## config.mk

```make
export PLATFORM = sky130hd
export DESIGN_NAME = uart_tx_frame_gen_flat
export DESIGN_NICKNAME = d
export VERILOG_FILES = /design/src/rtl/uart_tx_frame_gen_if.sv /design/src/rtl/uart_tx_frame_gen.sv /design/src/flat_wrapper.sv
export SDC_FILE = /design/constraint.sdc
export NUM_CORES = 1
export LEC_CHECK = 0
export BUFFER_PORTS_ARGS = -buffer_cell sky130_fd_sc_hd__buf_2
export CAP_MARGIN = 20
export CORE_MARGIN = 2
export CORE_UTILIZATION = 48
export CTS_BUF_LIST = sky130_fd_sc_hd__clkbuf_8
export CTS_CLUSTER_SIZE = 28
export DETAILED_ROUTE_END_ITERATION = 7
export GPL_TIMING_DRIVEN = 0
export PLACE_DENSITY = 0.7
export SETUP_SLACK_MARGIN = 0.5
export SKIP_LAST_GASP = 1
export SYNTH_ARGS = -nofsm -noshare
export SYNTH_HDL_FRONTEND = slang
export SYNTH_SLANG_ARGS = --single-unit
export TNS_END_PERCENT = 10
```

## constraint.sdc

```tcl
create_clock -name CLK -period 2.9 [get_ports CLK]
set_input_delay 0.435 -clock CLK [delete_from_list [all_inputs] [get_ports CLK]]
set_output_delay 0.435 -clock CLK [all_outputs]
set_load 0.005 [all_outputs]
```

## src/rtl/uart_tx_frame_gen_if.sv

```systemverilog
// Parallel-side request bundle and serial-side status of the UART frame generator.
interface uart_tx_frame_gen_if #(
    parameter int unsigned DATA_WIDTH = 8
);
    logic [DATA_WIDTH-1:0] P_DATA;
    logic                  Data_Valid;
    logic                  PAR_EN;
    logic                  PAR_TYP;
    logic                  TX_OUT;
    logic                  busy;

    // Data source side: issues words, observes line and busy
    modport master (
        output P_DATA,
        output Data_Valid,
        output PAR_EN,
        output PAR_TYP,
        input  TX_OUT,
        input  busy
    );

    // Frame generator side
    modport slave (
        input  P_DATA,
        input  Data_Valid,
        input  PAR_EN,
        input  PAR_TYP,
        output TX_OUT,
        output busy
    );
endinterface

```

## src/rtl/uart_tx_frame_gen.sv

```systemverilog
// UART transmit framer: start bit, LSB-first data, optional parity, one stop bit.
// One CLK cycle is one bit period; TX_OUT and busy are registered.
module uart_tx_frame_gen #(
    parameter int unsigned DATA_WIDTH = 8
) (
    input  logic                    CLK,
    input  logic                    RST,
    uart_tx_frame_gen_if.slave      tx_if
);

    localparam int unsigned          CNT_W    = (DATA_WIDTH > 1) ? $clog2(DATA_WIDTH) : 1;
    localparam logic [CNT_W-1:0]     CNT_LAST = CNT_W'(DATA_WIDTH - 1);

    typedef enum logic [2:0] {
        S_IDLE,
        S_START,
        S_DATA,
        S_PARITY,
        S_STOP
    } state_e;

    state_e                  state_q,   state_d;
    logic [CNT_W-1:0]        cnt_q,     cnt_d;
    logic [DATA_WIDTH-1:0]   data_q,    data_d;
    logic                    par_en_q,  par_en_d;
    logic                    par_bit_q, par_bit_d;
    logic                    tx_out_q,  tx_out_d;
    logic                    busy_q,    busy_d;

    assign tx_if.TX_OUT = tx_out_q;
    assign tx_if.busy   = busy_q;

    // State register and holding registers; reset returns the line to idle
    always_ff @(posedge CLK) begin
        if (RST) begin
            state_q   <= S_IDLE;
            cnt_q     <= '0;
            data_q    <= '0;
            par_en_q  <= 1'b0;
            par_bit_q <= 1'b0;
            tx_out_q  <= 1'b1;
            busy_q    <= 1'b0;
        end else begin
            state_q   <= state_d;
            cnt_q     <= cnt_d;
            data_q    <= data_d;
            par_en_q  <= par_en_d;
            par_bit_q <= par_bit_d;
            tx_out_q  <= tx_out_d;
            busy_q    <= busy_d;
        end
    end

    // Next state plus the line level of the bit period that the next state represents
    always_comb begin
        state_d   = state_q;
        cnt_d     = cnt_q;
        data_d    = data_q;
        par_en_d  = par_en_q;
        par_bit_d = par_bit_q;
        tx_out_d  = 1'b1;
        busy_d    = 1'b1;

        case (state_q)
            S_IDLE: begin
                busy_d = 1'b0;
                if (tx_if.Data_Valid) begin
                    state_d   = S_START;
                    cnt_d     = '0;
                    data_d    = tx_if.P_DATA;
                    par_en_d  = tx_if.PAR_EN;
                    par_bit_d = (^tx_if.P_DATA) ^ tx_if.PAR_TYP;
                    tx_out_d  = 1'b0;
                    busy_d    = 1'b1;
                end
            end
            S_START: begin
                state_d  = S_DATA;
                cnt_d    = '0;
                tx_out_d = data_q[0];
            end
            S_DATA: begin
                if (cnt_q == CNT_LAST) begin
                    if (par_en_q) begin
                        state_d  = S_PARITY;
                        tx_out_d = par_bit_q;
                    end else begin
                        state_d  = S_STOP;
                        tx_out_d = 1'b1;
                    end
                end else begin
                    cnt_d    = cnt_q + CNT_W'(1);
                    tx_out_d = data_q[cnt_d];
                end
            end
            S_PARITY: begin
                state_d  = S_STOP;
                tx_out_d = 1'b1;
            end
            S_STOP: begin
                state_d  = S_IDLE;
                tx_out_d = 1'b1;
                busy_d   = 1'b0;
            end
            default: begin
                state_d  = S_IDLE;
                tx_out_d = 1'b1;
                busy_d   = 1'b0;
            end
        endcase
    end

endmodule
```

## src/flat_wrapper.sv

```systemverilog
// flat-port wrapper written by rule: the top's interface ports become plain ports
module uart_tx_frame_gen_flat 
#(
    parameter int unsigned DATA_WIDTH = 8
)
  (CLK, RST, tx_if_P_DATA, tx_if_Data_Valid, tx_if_PAR_EN, tx_if_PAR_TYP, tx_if_TX_OUT, tx_if_busy);
  uart_tx_frame_gen_if #(.DATA_WIDTH(DATA_WIDTH)) tx_if_i ();
  input  logic CLK;
  input  logic RST;
  input wire logic [$bits(tx_if_i.P_DATA)-1:0] tx_if_P_DATA;
  input wire logic [$bits(tx_if_i.Data_Valid)-1:0] tx_if_Data_Valid;
  input wire logic [$bits(tx_if_i.PAR_EN)-1:0] tx_if_PAR_EN;
  input wire logic [$bits(tx_if_i.PAR_TYP)-1:0] tx_if_PAR_TYP;
  output wire logic [$bits(tx_if_i.TX_OUT)-1:0] tx_if_TX_OUT;
  output wire logic [$bits(tx_if_i.busy)-1:0] tx_if_busy;
  assign tx_if_i.P_DATA = tx_if_P_DATA;
  assign tx_if_i.Data_Valid = tx_if_Data_Valid;
  assign tx_if_i.PAR_EN = tx_if_PAR_EN;
  assign tx_if_i.PAR_TYP = tx_if_PAR_TYP;
  assign tx_if_TX_OUT = tx_if_i.TX_OUT;
  assign tx_if_busy = tx_if_i.busy;
  uart_tx_frame_gen #(.DATA_WIDTH(DATA_WIDTH)) u_core (.CLK(CLK), .RST(RST), .tx_if(tx_if_i));
endmodule
```

==> results.py <==
metrics = {
    "run_status": {
        "status": "finished, final reports clean",
    },
    "setup_path": {
        "reg2reg_depth": 5,
        "r2r_slack_ns": 1.08,
        "reg2reg_to": "u_core.tx_if.TX_OUT$_SDFF_PP1_",
        "worstPathRequired_ns": 3.02,
        "reg2reg_from": "u_core.cnt_q[0]$_SDFFE_PP0P_",
        "startpoint": "u_core.cnt_q[0]$_SDFFE_PP0P_",
        "endpoint": "u_core.tx_if.TX_OUT$_SDFF_PP1_",
        "critPathMaxFanout": 3,
        "cp.arrival_ns": 1.94,
        "critPathCaptureType": "flip-flop",
        "start_kind": "flip-flop",
        "crit_type": "reg -> reg",
    },
    "die": {
        "start_util_pct": 51.61,
        "fp.dieW_um": 47.32,
        "row_count": 15,
        "chipHeight_um": 47.32,
        "num_io_pins": 15,
        "core_mm2": 0.001745,
        "design.die.area_mm2": 0.002239,
    },
    "timing": {
        "fmax_ghz": 0.5507,
        "relSlewSlack_pct": 44.97,
        "fin_skew_ns": 0.002961,
        "hold_viol": 0,
        "rsz0062_at_grt": "no",
        "setup-tns-final_ns": 0,
        "min_period_ns": 1.816,
        "worst_pin_slew_ns": 0.8233,
        "period_share_pct": 62.61,
        "setup_viol_count_final": 0,
        "drv_slew": 0,
    },
    "drt": {
        "drt-total-wl_um": 1607,
        "viasPerCell": 5.243,
        "drt_pass1_iterations": 4,
        "vias": 713,
        "ant_nets": 0,
        "first_iter_violations": 10,
        "drc": 0,
        "wl_per_cell_um": 11.82,
    },
    "cells_and_area": {
        "synthToLayoutAreaGrowth_pct": 17.36,
        "fin_util_pct": 60.57,
        "final-instance-count-excl-fill": 136,
        "nets": 127,
        "drive_gt1_share_pct": 24.32,
        "diodes": 0,
    },
    "placed_design": {
        "dp_hpwl_um": 1216,
        "routabilityCongestion": 0.7685,
        "port-buffer-count": 14,
        "dpl.cell_count": 132,
    },
    "clock_network": {
        "post_cts_buffers": 0,
        "cts_buffers": 3,
        "h-tree-depth": 1,
        "ctsResizeCount": 0,
        "clkLatencyLatePin_ns": 0.25,
        "cts_buffer_depth": 2,
        "cts_sinks": 18,
        "clkTransAtPathRegs_ns": 0.07,
        "postCtsHoldBufs": 0,
        "cts_tree": "done",
        "clockRootBuffer": "clkbuf_8",
    },
    "power": {
        "leakage_nw": 0.4356,
        "ir_drop_mv": 0.3884,
        "powerDensity_mw_per_mm2": 606.9,
    },
    "logic_synthesis": {
        "yosys-top-cells-area": "dfxtp_1 (40%), nand2_1 (8.8%), mux4_1 (5.8%)",
        "yosys.area_share.simple_pct": 19.86,
        "ys_seq_area_share_pct": 40.00,
        "synth_most_common_cell": "nand2_1",
        "synth.ff_latch_count": 18,
        "async_flop_share_pct": 0,
        "synth_cell_types": 32,
        "syn_nets": 108,
        "avgSynthCellArea_um2": 9.687,
        "synth_top_family_by_area": "simple AND/OR/NAND/NOR gates",
        "yosys.area_share.xor_xnor_pct": 7.361,
        "synth.largest_area_cell": "dfxtp_1",
        "synth_common_cells": "nand2_1 (21), dfxtp_1 (18), a21oi_1 (10)",
        "synth_area_um2": 900.9,
        "synth_edf_count": 0,
        "synthAdderAreaFrac_pct": 2.778,
        "yosysTopAreaCellShare_pct": 40.00,
        "netlist_instances": 93,
        "synth_compound_area_share_pct": 15.28,
        "ys_warn_count": 0,
        "synthMuxAreaShare_pct": 9.306,
        "synth_flop_cell": "dfxtp_1",
    },
    "grt": {
        "grt.total_usage_pct": 18.21,
        "grt_overflow": 0,
        "grt_pass1_wl_um": 2746,
        "antenna_found_initial": 0,
        "grt_pass1_vias": 657,
        "grt_max_degree": 11,
    },
    "run": {
        "drv_cap": 0,
    },
    "worst_hold_path": {
        "whs_path_depth": 3,
        "holdCritPathClass": "in -> reg",
    },
}
==> layer usage <==
layer | global-route usage (%) | wire length, µm
met5 | 0 | 0
met4 | 8.333 | 21
met3 | 6.923 | 91
met2 | 28.11 | 737
met1 | 22.41 | 757
==> cells in the final DEF (no fill, tap or decap), types with 2 or more instances in the layout <==
cell type,count
mux4_1,2
ha_1,2
xnor2_1,3
nand2_1,21
a22oi_1,2
nor4b_1,2
nor2_1,5
nand3b_1,2
mux2i_1,2
dfxtp_1,18
a21oi_1,10
clkbuf_8,4
buf_6,3
xor2_1,2
buf_2,14
==> per-stage QoR <==
step	hold slack [ns]	power (mW)	instance area, µm²	setup slack [ns]
final	0.4283	0.6417	1057	1.084
after global routing	0.4264	0.6798	1057	0.9752
after CTS	0.4206	0.6497	1057	1.067
after detailed placement	0.4492	0.4453	1002	1.081
after global placement	0.4419	0.4409	1002	1.105
after floorplan	0.4256	0.4050	900.9	1.186
==> critical path, cell delays in order (launching register included) <==
cell	delay [ns]
dfxtp_1	0.34
ha_1	0.35
mux4_1	0.55
mux2_2	0.27
nand2_1	0.06
o2111ai_1	0.10
==> worst min-delay path by stage <==
stage                                  start                            end  slack, ns
6_report                        tx_if_PAR_EN   u_core.par_en_q$_SDFFE_PP0P_       0.43
5_1_grt                         tx_if_PAR_EN   u_core.par_en_q$_SDFFE_PP0P_       0.43
4_1_cts                         tx_if_PAR_EN   u_core.par_en_q$_SDFFE_PP0P_       0.42
3_5_place_dp   u_core.data_q[2]$_SDFFE_PP0P_  u_core.data_q[2]$_SDFFE_PP0P_       0.45
3_3_place_gp   u_core.data_q[2]$_SDFFE_PP0P_  u_core.data_q[2]$_SDFFE_PP0P_       0.44
2_1_floorplan  u_core.data_q[5]$_SDFFE_PP0P_  u_core.data_q[5]$_SDFFE_PP0P_       0.43
==> logic make-up after synthesis <==
kind of cell,after synthesis
adders and majority gates,2
and+or+nand+nor,35
buffers and inverters,6
DFF,18
muxes,5
AOI/OAI and AO/OA,21
xor gates and xnor gates,6
==> flip-flops by register name, summed over array words and instances (netlist names) <==
| signal | count |
|---|---|
| u_core.tx_if.busy | 1 |
| u_core.data_q | 8 |
| u_core.state_q | 3 |
| u_core.cnt_q | 3 |
| u_core.par_bit_q | 1 |
| u_core.tx_if.TX_OUT | 1 |
| u_core.par_en_q | 1 |
==> cell type report <==
| cell class | count | area [µm²] |
|---|---|---|
| tap | 25 | 31.28 |
| buffer | 5 | 45.04 |
| multi-input combinational | 69 | 491.7 |
| timing repair buffer | 14 | 70.07 |
| clock buffer | 4 | 55.05 |
| fill | 163 | 688.2 |
| inverter | 1 | 3.754 |
| sequential | 18 | 360.3 |
==> power breakdown <==
part           internal, mW  total, mW  leakage [nW]  switching [mW]
Combinational        0.0765      0.152         0.259          0.0751
Sequential            0.273      0.287         0.148          0.0132
Clock                 0.121      0.203        0.0288          0.0827
Power figures use the tool's default switching activity.
